[src/rtl/axim_rd_ctrl.sv]
// AXI4 read master: splits a byte-sized transfer into 4 KB-safe INCR bursts, one outstanding, streamed out with no buffering.
// R data passes straight through in DATA (zero latency, rready follows rd_tready_i); rdone pulses two cycles after the final accept.
module axim_rd_ctrl #(
  parameter int C_M_AXI_ADDR_WIDTH = 32,
  parameter int C_M_AXI_DATA_WIDTH = 32,
  parameter int C_XFER_SIZE_WIDTH  = 32,
  parameter int C_MAX_BURST_LEN    = 16
) (
  input  logic                          clk,
  input  logic                          rstn,
  input  logic                          ctrl_rstart_i,
  input  logic [C_M_AXI_ADDR_WIDTH-1:0] ctrl_raddr_offset_i,
  input  logic [C_XFER_SIZE_WIDTH-1:0]  ctrl_rxfer_size_i,
  output logic                          ctrl_rdone_o,
  output logic                          ctrl_rbusy_o,
  output logic                          ctrl_rerr_o,
  output logic [C_M_AXI_DATA_WIDTH-1:0] rd_tdata_o,
  output logic                          rd_tvalid_o,
  input  logic                          rd_tready_i,
  output logic                          rd_tlast_o,
  output logic [C_M_AXI_ADDR_WIDTH-1:0] m_axi_araddr,
  output logic [7:0]                    m_axi_arlen,
  output logic [2:0]                    m_axi_arsize,
  output logic [1:0]                    m_axi_arburst,
  output logic                          m_axi_arvalid,
  input  logic                          m_axi_arready,
  input  logic [C_M_AXI_DATA_WIDTH-1:0] m_axi_rdata,
  input  logic [1:0]                    m_axi_rresp,
  input  logic                          m_axi_rlast,
  input  logic                          m_axi_rvalid,
  output logic                          m_axi_rready
);

  localparam int RW = C_XFER_SIZE_WIDTH + 1;
  localparam int CW = (RW > 12) ? RW : 12;

  typedef enum logic [1:0] {S_IDLE, S_ADDR, S_DATA, S_DONE} state_t;

  state_t                        r_state;
  state_t                        w_next;
  logic [C_M_AXI_ADDR_WIDTH-1:0] r_addr;
  logic [RW-1:0]                 r_remaining;
  logic [8:0]                    r_beats;
  logic [8:0]                    r_cnt;
  logic                          r_err;
  logic                          r_done;

  logic [CW-1:0] w_rem_ext;
  logic [CW-1:0] w_bnd;
  logic [CW-1:0] w_beats;
  logic [RW-1:0] w_words;
  logic [RW-1:0] w_rem_after;
  logic          w_start;
  logic          w_beat;
  logic          w_burst_end;
  logic          w_unused;

  // Burst length: smallest of the max burst, words left, and words to the next 4 KB page.
  always_comb begin
    w_rem_ext = CW'(r_remaining);
    w_bnd     = CW'(11'd1024 - {1'b0, r_addr[11:2]});
    w_beats   = CW'(C_MAX_BURST_LEN);
    if (w_rem_ext < w_beats) w_beats = w_rem_ext;
    if (w_bnd < w_beats)     w_beats = w_bnd;
  end

  assign w_words     = (RW'(ctrl_rxfer_size_i) + RW'(3)) >> 2;
  assign w_start     = (r_state == S_IDLE) && ctrl_rstart_i;
  assign w_beat      = (r_state == S_DATA) && m_axi_rvalid && rd_tready_i;
  assign w_burst_end = w_beat && (r_cnt == r_beats - 9'd1);
  assign w_rem_after = r_remaining - RW'(r_beats);

  // rlast is informational only; the beat counter decides where a burst ends.
  assign w_unused = ^{m_axi_rlast, m_axi_rresp[0], w_beats[CW-1:9]};

  always_comb begin
    w_next        = r_state;
    m_axi_arvalid = 1'b0;
    m_axi_arlen   = 8'd0;
    m_axi_rready  = 1'b0;
    rd_tvalid_o   = 1'b0;
    rd_tlast_o    = 1'b0;
    case (r_state)
      S_IDLE: begin
        if (ctrl_rstart_i) w_next = (w_words == '0) ? S_DONE : S_ADDR;
      end
      S_ADDR: begin
        m_axi_arvalid = 1'b1;
        m_axi_arlen   = w_beats[7:0] - 8'd1;
        if (m_axi_arready) w_next = S_DATA;
      end
      S_DATA: begin
        m_axi_rready = rd_tready_i;
        rd_tvalid_o  = m_axi_rvalid;
        rd_tlast_o   = m_axi_rvalid && ((r_remaining - RW'(r_cnt)) == RW'(1));
        if (w_burst_end) w_next = (w_rem_after == '0) ? S_DONE : S_ADDR;
      end
      S_DONE: w_next = S_IDLE;
      default: w_next = S_IDLE;
    endcase
  end

  always_ff @(posedge clk or negedge rstn) begin
    if (!rstn) begin
      r_state     <= S_IDLE;
      r_addr      <= '0;
      r_remaining <= '0;
      r_beats     <= '0;
      r_cnt       <= '0;
      r_err       <= 1'b0;
      r_done      <= 1'b0;
    end else begin
      r_state <= w_next;
      r_done  <= (r_state == S_DONE);
      if (w_start) begin
        r_addr      <= ctrl_raddr_offset_i;
        r_remaining <= w_words;
        r_cnt       <= '0;
        r_err       <= 1'b0;
      end
      if ((r_state == S_ADDR) && m_axi_arready) begin
        r_beats <= w_beats[8:0];
        r_cnt   <= '0;
      end
      if (w_beat) begin
        if (m_axi_rresp[1]) r_err <= 1'b1;
        if (w_burst_end) begin
          r_cnt       <= '0;
          r_addr      <= r_addr + C_M_AXI_ADDR_WIDTH'({r_beats, 2'b00});
          r_remaining <= w_rem_after;
        end else begin
          r_cnt <= r_cnt + 9'd1;
        end
      end
    end
  end

  assign m_axi_araddr  = r_addr;
  assign m_axi_arsize  = 3'b010;
  assign m_axi_arburst = 2'b01;
  assign rd_tdata_o    = m_axi_rdata;
  assign ctrl_rbusy_o  = (r_state != S_IDLE);
  assign ctrl_rdone_o  = r_done;
  assign ctrl_rerr_o   = r_err;

endmodule

[config.mk]
export PLATFORM = sky130hd
export DESIGN_NAME = axim_rd_ctrl
export DESIGN_NICKNAME = d
export VERILOG_FILES = /design/src/rtl/axim_rd_ctrl.sv
export SDC_FILE = /design/constraint.sdc
export NUM_CORES = 1
export LEC_CHECK = 0
export CORE_MARGIN = 1
export CORE_UTILIZATION = 47
export DETAILED_ROUTE_END_ITERATION = 16
export GPL_TIMING_DRIVEN = 0
export PLACE_DENSITY = 0.81
export SLEW_MARGIN = 25
export SYNTH_ARGS = -nofsm -noshare
export SYNTH_HDL_FRONTEND = slang
export SYNTH_SLANG_ARGS = --single-unit
[constraint.sdc]
create_clock -name clk -period 4.5 [get_ports clk]
set_clock_uncertainty 0.2 [all_clocks]
set_input_delay 0.45 -clock clk [delete_from_list [all_inputs] [get_ports clk]]
set_output_delay 0.45 -clock clk [all_outputs]
set_load 0.1 [all_outputs]
Yosys cells after proc, flatten, opt, wreduce, memory -nomap -nowiden
Index checks and enable logic that the tools add are counted.
{"block": "word_totals", "ff_bits": 87, "in_bits": 105, "out_inout_bits": 84, "wordCells": 63}
{"block": "op_classes", "addsub": 8, "order_cmp": 2, "n_eq_ne": 8, "muxes": 26, "reduce_logical": 12}
{"operator": "33-bit 2-to-1 mux", "n": 4}
{"operator": "32-bit 2-to-1 mux", "n": 3}
{"operator": "33-bit logical NOT", "n": 2}
{"operator": "33-bit by 9-bit subtractor with 33-bit output", "n": 2}
{"operator": "9-bit 2-to-1 mux", "n": 5}
{"operator": "32-bit by 2-bit adder with 33-bit output, second input constant", "n": 1}
{"operator": "33-bit by 1-bit == test with 1-bit output, second input constant", "n": 1}
{"operator": "33-bit < comparator", "n": 1}
{"operator": "33-bit by 5-bit < comparator with 1-bit output, second input constant", "n": 1}
{"operator": "32-bit by 11-bit adder with 32-bit output", "n": 1}
{"operator": "11-bit by 10-bit subtractor with 12-bit output, first input constant", "n": 1}
{"operator": "2-bit 2-to-1 mux", "n": 5}
{"operator": "9-bit by 1-bit adder with 9-bit output, second input constant", "n": 1}
{"operator": "9-bit == test", "n": 1}
{"operator": "9-bit by 1-bit subtractor with 9-bit output, second input constant", "n": 1}
{"operator": "8-bit 2-to-1 mux", "n": 1}
{"operator": "2-bit one-hot mux with 4 select lines", "n": 1}
{"operator": "8-bit by 1-bit subtractor with 8-bit output, second input constant", "n": 1}
{"operator": "1-bit 2-to-1 mux", "n": 7}
{"operator": "1-bit logical AND", "n": 6}
{"operator": "2-bit != test, second input constant", "n": 3}
{"operator": "2-bit == test, second input constant", "n": 2}
{"operator": "3-bit AND reduction", "n": 1}
{"operator": "3-bit nonzero test", "n": 1}
{"operator": "other kinds (3)", "n": 3}

Longest topological paths before layout
Gate-level depths: netlist (run 1).
{"block": "depth", "depth_word": 6, "ltp_mapped": 21, "ltp_nobuf": 19}

Worst setup path after synthesis (run 1)
No wires, ideal clock.
{"block": "synth_timing", "path_type": "reg-to-output", "startpoint": "reg r_remaining[0]", "endpoint": "out rd_tlast_o", "t_arrival_ns": 7.219, "required_time_ns": 3.850, "slack_ns": -3.369, "stages_incl_launch_ff": 12, "path_buffers": 0, "cell_sequence": "dfrtp_1 inv_1 ha_1 fa_1 or4b_2 nor3_1 nand3_1 a211oi_1 o2111ai_1 nor4_1 nand4_1 a2111oi_0"}
{"block": "synth_via", "elab_chain_len": 4}
{"element": "start, declared", "line_no": "42", "text": "logic [RW-1:0] r_remaining;"}
{"element": "start signal, assigned", "line_no": "117", "text": "r_remaining <= w_words;"}
{"element": "start signal, assigned", "line_no": "130", "text": "r_remaining <= w_rem_after;"}
{"element": "33-bit by 9-bit subtractor with 33-bit output", "line_no": "95", "text": "rd_tlast_o = m_axi_rvalid && ((r_remaining - RW'(r_cnt)) == RW'(1));"}
{"element": "33-bit by 1-bit == test with 1-bit output", "line_no": "95"}
{"element": "1-bit logical AND", "line_no": "95"}
{"element": "1-bit 2-to-1 mux", "line_no": "83", "text": "case (r_state)"}
{"element": "end, declared", "line_no": "20", "text": "output logic rd_tlast_o,"}
Every way passes these cells.

Worst setup path in the final report (run 1)
{"block": "layout_timing", "startpoint": "reg r_remaining[16]", "endpoint": "out m_axi_arlen[6]"}
{"block": "layout_via", "elab_chain_len": 6}
{"element": "33-bit by 5-bit < comparator with 1-bit output", "line_no": "63", "text": "if (w_rem_ext < w_beats) w_beats = w_rem_ext;"}
{"element": "33-bit 2-to-1 mux (*)", "line_no": "63"}
{"element": "33-bit < comparator", "line_no": "64", "text": "if (w_bnd < w_beats) w_beats = w_bnd;"}
{"element": "9-bit 2-to-1 mux (*)", "line_no": "64"}
{"element": "8-bit by 1-bit subtractor with 8-bit output (*)", "line_no": "89", "text": "m_axi_arlen = w_beats[7:0] - 8'd1;"}
{"element": "8-bit 2-to-1 mux (*)", "line_no": "83"}
{"element": "end, declared", "line_no": "22", "text": "output logic [7:0] m_axi_arlen,"}
Mark *: on every way between the ends. The rest lies on a longest branch, timed or not.

==> results.json, run 1 <==
{
  "netlist_top_cells_area": "dfrtp_1 (26%), ha_1 (6.2%), nand2_1 (5.0%)",
  "rows": 48,
  "hold_class": "register to register",
  "slew_viol_final": 0,
  "worstSetupEndpointType": "primary output",
  "tightest_slew_ns": 1.00,
  "synth_ff_type": "dfrtp_1",
  "root_buffer": "clkbuf_16",
  "netlist_area_mm2": 0.00827,
  "max-clock-path-buffers": 2,
  "start_util_pct": 48.0,
  "cp.required_ns": 3.85,
  "cts.htree.levels": 3,
  "ant_nets": 0,
  "clkSinkCount": 87,
  "layout_min_cycle_time_ns": 5.50,
  "grt_max_degree": 50,
  "gp_congestion": 1.01,
  "core_mm2": 0.0172,
  "critPathMaxFanout": 10,
  "wl_per_cell_um": 19.7,
  "setup_viol": 8,
  "yosysTopAreaCell": "dfrtp_1",
  "hold_violations": 0,
  "grt_usage_pct": 32.2,
  "nNetsFinal": 1402,
  "path_cells": "or4_4 > or4_4 > nor3_4 > buf_6 > buf_6 > nand2_4 > ha_4 > a21o_1 > a21o_1 > a21oi_2 > o21ai_2 > a211oi_4 > buf_6 > nor2_4 > a21oi_4 > ha_4 > nand3b_1 > nor3_2 > xnor2_1 > a21oi_2 > nor2_4 > buf_12",
  "drc_errors": 0,
  "worst_skew_pair.late_latency_ns": 0.36,
  "clkTransAtPathRegs_ns": 0.07,
  "critPathKind": "register to primary output",
  "cp_slowest_stage_delay_ns": 0.53,
  "max_freq_mhz": 182,
  "slowest_stage": "dfrtp_1",
  "dr.pass1.iters": 5,
  "grt_pass1_vias": 8478,
  "arrival_ns": 4.85,
  "syn_inst": 1057,
  "vias_per_cell": 6.19,
  "cts_tree": "done",
  "status": "complete, but fails checks",
  "area_growth_syn_to_layout_pct": 32.4,
  "start_kind": "register",
  "synth_warnings": 0,
  "grt_setup_unrepaired": "true",
  "synth-seq-cells": 87,
  "grt_overflow": 0,
  "detailed_place_hpwl_um": 21900,
  "grt_pass1_wl_um": 45500,
  "cap_violations": 0,
  "post-place-ws_ns": -2.02,
  "period_share_pct": 122,
  "wl_um": 29300,
  "portBuffers": 149,
  "yosysSeqAreaShare_pct": 26.3,
  "cts-buffers-inserted": 9,
  "vdd_drop_max_mv": 0.836,
  "synthArstFlopShare_pct": 100,
  "antenna_found_initial": 0,
  "drt_iter0_markers": 912,
  "dieArea_mm2": 0.0181,
  "violations": "negative setup slack",
  "p_leak_nw": 4.22,
  "setup_ws_ns": -1.00,
  "num_vias": 9174,
  "crit_top_cell": "buf_6",
  "synth.avg_cell_area_um2": 7.83,
  "yosysTopAreaCellShare_pct": 26.3,
  "yosys.cell_types.count": 79,
  "fin_area_mm2": 0.0110,
  "p_per_area_mw_per_mm2": 818,
  "dieHeight_um": 135,
  "diodes": 0,
  "layout-drive-gt1-share_pct": 14.7,
  "ios": 189,
  "relSlewSlack_pct": 32.9,
  "dpl_cell_area_mm2": 0.0102,
  "synth_edf_count": 0,
  "die_x_um": 135
}
## report_power, final
part / switching (mW) / total [mW] / internal, mW
clock: 0.384 / 0.772 / 0.388
sequential: 0.520 / 1.64 / 1.12
combinational: 4.32 / 6.54 / 2.22
total: 5.22 / 8.96 / 3.73
## worst paths after layout
check	to	startpoint	slack (ns)	depth (start not counted)
max reg2reg	r_beats[2]	r_remaining[16]	0.44	16
max	m_axi_arlen[6]	r_remaining[16]	-1.00	22
min	m_axi_araddr[1]	m_axi_araddr[1]	0.30	2
min reg2reg	m_axi_araddr[1]	m_axi_araddr[1]	0.30	2
max in group asynchronous	r_remaining[17]	rstn	3.12	3
min in group asynchronous	r_cnt[8]	rstn	0.37	2
## stage by stage
stage | TNS (ns) | hold WS [ns] | power [mW] | std cells | utilization, %
final | -4.77 | 0.296 | 8.96 | 1483 | 63.6
after global routing | -5.65 | 0.328 | 9.45 | 1483 | 63.6
after CTS | -4.72 | 0.298 | 8.72 | 1472 | 62.8
after detailed placement | -12.48 | 0.190 | 7.67 | 1441 | 59.4
after global placement | -70.81 | 0.270 | 7.58 | 1440 | 59.2
after floorplan | -2.13 | -0.0456 | 6.14 | 1066 | -
## cells in the final DEF, fill, tap and decap left out, drive strengths merged, types with 41 or more instances in the layout
cell,netlist,layout
a21oi,80,80
nand2,111,111
clkbuf,34,41
o21ai,64,64
nor2,100,100
inv,38,42
ha,41,41
clkdlybuf4s50,0,139
dfrtp,87,87
buf,55,93
## area by class of cell
cell class	count	area [um2]
Multi-Input combinational cell	852	5720
Inverter	38	143
Buffer	87	518
Sequential cell	87	2190
Fill cell	1480	6280
Clock buffer	9	225
Clock inverter	7	62.6
Timing Repair Buffer	178	1820
Tap cell	225	282
## timing repair
| action | 4_1_cts | 5_1_grt |
|---|---|---|
| setup endpoints to repair | 9 | 9 |
| hold buffers | 1 | 0 |
| gates cloned | 0 | 0 |
| buffers inserted | 15 | 12 |
| pin swaps | 13 | 10 |
| hold endpoints to repair | 38 | 0 |
| resized for setup | 106 | 6 |
## sequential cells by signal, summed over array words and instances, names as in the netlist
signal	cells
ctrl_rdone_o	1
ctrl_rerr_o	1
m_axi_araddr	32
r_beats	9
r_cnt	9
r_remaining	33
r_state	2
## layer usage
metal  share of wire (%)  up-vias  track usage (%)
li1                    -     4224                -
met1                  42     4380             43.2
met2                  46      489             50.9
met3                 8.7       81             5.41
met4                 3.8        0             14.0
met5                   0        -                0
## Yosys cell counts (all sizes together) (3+ instances only)
| library cell | instances |
|---|---|
| o31a | 3 |
| inv | 38 |
| a211oi | 37 |
| o211ai | 10 |
| buf | 55 |
| xor2 | 31 |
| nand3b | 5 |
| xnor2 | 40 |
| a31o | 4 |
| nor3 | 28 |
| nor2b | 4 |
| nor4 | 23 |
| a21oi | 80 |
| a311oi | 17 |
| nor4b | 3 |
| mux2i | 11 |
| a211o | 4 |
| a221oi | 4 |
| or4 | 16 |
| or2 | 9 |
| a21o | 11 |
| and3 | 17 |
| nand2b | 9 |
| and2 | 15 |
| a31oi | 10 |
| o21a | 9 |
| o21ai | 64 |
| o22ai | 7 |
| a22oi | 5 |
| nand3 | 34 |
| o31ai | 7 |
| nor2 | 100 |
| clkbuf | 34 |
| nand2 | 111 |
| dfrtp | 87 |
| nand4 | 13 |
| or3 | 17 |
| fa | 3 |
| ha | 41 |
| a41oi | 3 |
| and4 | 4 |
| o2111ai | 5 |
## cells by family (layout without fill, tap and decap cells)
group,Yosys count,count (layout),share of synthesized area [%]
and+or+nand+nor,416,416,25.8
DFF,87,87,26.3
other,2,11,0.0908
muxes,13,13,1.60
buffers and inverters,127,319,7.88
AOI/OAI and AO/OA,297,297,23.8
adders and majority gates,44,44,6.93
xor gates and xnor gates,71,71,7.52
## critical path, delay by kind of cell (launching register included)
family / cells / cell delay [ns]
fa+ha+maj: 2 / 0.43
simple gates: 8 / 1.57
buf+inv: 4 / 0.65
flops: 1 / 0.53
xor+xnor: 1 / 0.11
compound gates: 7 / 1.21
No activity file was read; power rests on OpenSTA's default activity.
==> run 2: changes to the inputs <==
--- a/config.mk
+++ b/config.mk
@@ -5,7 +5,6 @@
 export SDC_FILE = /design/constraint.sdc
 export NUM_CORES = 1
 export LEC_CHECK = 0
-export CORE_MARGIN = 1
 export CORE_UTILIZATION = 47
 export DETAILED_ROUTE_END_ITERATION = 16
 export GPL_TIMING_DRIVEN = 0
==> results of run 2 <==
Same layout as run 1: the final DEF is identical, and so are final timing and power.
==> run 3: changes to the inputs <==
--- a/config.mk
+++ b/config.mk
@@ -5,6 +5,7 @@
 export SDC_FILE = /design/constraint.sdc
 export NUM_CORES = 1
 export LEC_CHECK = 0
+export CORE_ASPECT_RATIO = 0.7
 export CORE_UTILIZATION = 47
 export DETAILED_ROUTE_END_ITERATION = 16
 export GPL_TIMING_DRIVEN = 0
==> results.json, run 3 (synthesized netlist as in run 1, its figures left out) <==
{
  "cp_slowest_stage_delay_ns": 0.55,
  "violations": "negative setup slack",
  "dieHeight_um": 113,
  "p_sw_share_pct": 58.3,
  "drt_iter0_markers": 1190,
  "ant_nets": 0,
  "top_register": "r_remaining",
  "cts-buffers-inserted": 9,
  "max_freq_mhz": 179,
  "crit_family": "simple AND/OR/NAND/NOR gates",
  "fin_area_mm2": 0.0110,
  "antenna_found_initial": 0,
  "nNetsFinal": 1404,
  "cp.required_ns": 3.85,
  "cts_tree": "done",
  "detailed_place_hpwl_um": 23200,
  "setup_viol": 8,
  "p_leak_nw": 4.26,
  "num-fill-cells": 1475,
  "layout_min_cycle_time_ns": 5.59,
  "grt_usage_pct": 33.5,
  "hold_class": "register to register",
  "wl_um": 31000,
  "setup_ws_ns": -1.09,
  "cts.htree.levels": 3,
  "die_x_um": 161,
  "critPathKind": "register to primary output",
  "slowest_stage": "or4_4",
  "final_cell_mix": "clkdlybuf4s50_1 (139), nand2_1 (109), nor2_1 (94), dfrtp_1 (78), a21oi_1 (74)",
  "critPathMaxFanout": 7,
  "num_vias": 9204,
  "hold_violations": 0,
  "arrival_ns": 4.94,
  "grt_pass1_vias": 8501,
  "core_mm2": 0.0172,
  "clockPowerShare_pct": 8.7,
  "largest_reg_flops": 33,
  "tightest_slew_ns": 1.00,
  "gp_congestion": 0.988,
  "dpl_cell_area_mm2": 0.0102,
  "fin_total_pwr_mw": 9.21,
  "wl_per_cell_um": 20.8,
  "path_cells": "or4_4 > or4_4 > nor3_4 > buf_6 > nand2_1 > ha_1 > and4_1 > nand3_1 > a311oi_2 > a211oi_4 > buf_6 > buf_4 > a21oi_4 > ha_4 > nand3b_1 > nor3_2 > xnor2_1 > a21oi_2 > nor2_4 > buf_12",
  "clkTransAtPathRegs_ns": 0.07,
  "status": "complete, but fails checks",
  "cap_violations": 0,
  "dr.pass1.iters": 5,
  "grt_pass1_wl_um": 47500,
  "post-place-ws_ns": -1.97,
  "layout-drive-gt1-share_pct": 15.1,
  "grt_setup_unrepaired": "true",
  "max-clock-path-buffers": 2,
  "area_growth_syn_to_layout_pct": 33.3,
  "ios": 189,
  "portBuffers": 149,
  "drc_errors": 0,
  "start_kind": "register",
  "vias_per_cell": 6.17,
  "p_switching_mw": 5.37,
  "clkSinkCount": 87,
  "rows": 40,
  "grt_overflow": 0,
  "start_util_pct": 48.2,
  "combPwrFrac_pct": 73.2,
  "seq_power_share_pct": 18.1,
  "worst_skew_pair.late_latency_ns": 0.35,
  "grt_max_degree": 54,
  "slew_viol_final": 0,
  "fin_util_pct": 64.2,
  "root_buffer": "clkbuf_16",
  "worstSetupEndpointType": "primary output",
  "critPathBufInv": 4,
  "internal_power_mw": 3.84,
  "vdd_drop_max_mv": 0.590,
  "relSlewSlack_pct": 33.1,
  "dieArea_mm2": 0.0181,
  "period_share_pct": 124,
  "p_per_area_mw_per_mm2": 835,
  "final_common_cell": "clkdlybuf4s50_1"
}
==> run 3: per-layer routing <==
layer  vias up  global-route usage [%]  wire (um)
met3        58                    12.0       4070
met2       553                    47.2      12900
met1      4364                    47.8      13400
li1       4229                       -          -
met5         -                       0          0
met4         0                    9.59        617
==> run 3: worst register-to-register path, stage by stage, from the launching register on <==
cell and delay (ns):
dfrtp_1 0.39, or4_4 0.55, or4_4 0.52, nor3_4 0.30
buf_6 0.19, nand2_4 0.07, ha_4 0.26, a21o_1 0.16
a21o_1 0.16, a21oi_2 0.15, o21ai_2 0.10, a211oi_4 0.33
buf_6 0.18, buf_4 0.12, buf_4 0.13, nor2_1 0.05
a211oi_1 0.37, a21oi_1 0.07
==> run 3: cell type report <==
| cell class | count | area (um2) | area share, % |
|---|---|---|---|
| clock inverters | 7 | 77.6 | 0.704 |
| multi-input cells | 852 | 5730 | 52.0 |
| diodes | 1 | 2.50 | 0.0227 |
| flip-flops and latches | 87 | 2190 | 19.8 |
| well taps | 231 | 289 | 2.62 |
| plain buffers | 88 | 518 | 4.70 |
| inverters | 38 | 145 | 1.32 |
| clock buffers | 9 | 225 | 2.04 |
| repair buffers | 179 | 1850 | 16.8 |
==> run 3: what timing repair did <==
item / in CTS / in global routing
buffers inserted: 24 / 4
resized for setup: 109 / 11
hold endpoints to repair: 34 / 0
pin swaps: 17 / 12
setup endpoints to repair: 9 / 11
hold buffers: 1 / 0
==> run 3: final timing paths <==
| path | slack (ns) | end | start | cells after the start |
|---|---|---|---|---|
| worst max-delay path | -1.09 | m_axi_arlen[6] | r_remaining[11] | 20 |
| worst min-delay path | 0.29 | m_axi_araddr[1] | m_axi_araddr[1] | 2 |
| worst max register to register | 0.07 | r_beats[4] | r_remaining[11] | 17 |
| worst min register to register | 0.29 | m_axi_araddr[1] | m_axi_araddr[1] | 2 |
| max in group asynchronous | 3.13 | r_remaining[10] | rstn | 3 |
| min in group asynchronous | 0.36 | m_axi_araddr[13] | rstn | 2 |
==> run 3: power by group through the flow <==
stage,sequential (mW),clock [mW],combinational (mW)
6_report,1.67,0.797,6.74
5_1_grt,1.70,0.828,7.14
4_1_cts,1.62,0.801,6.53
3_5_place_dp,1.64,0,6.11
3_3_place_gp,1.63,0,6.02
2_1_floorplan,2.52,0,3.62
==> run 3: through the flow <==
stage                     setup TNS, ns  hold slack (ns)  cells
after CTS                         -5.49            0.293   1487
after floorplan                   -2.13          -0.0456   1066
after detailed placement         -12.46            0.168   1447
after global routing              -6.51            0.323   1491
final                             -5.75            0.287   1492
after global placement           -52.89            0.261   1446
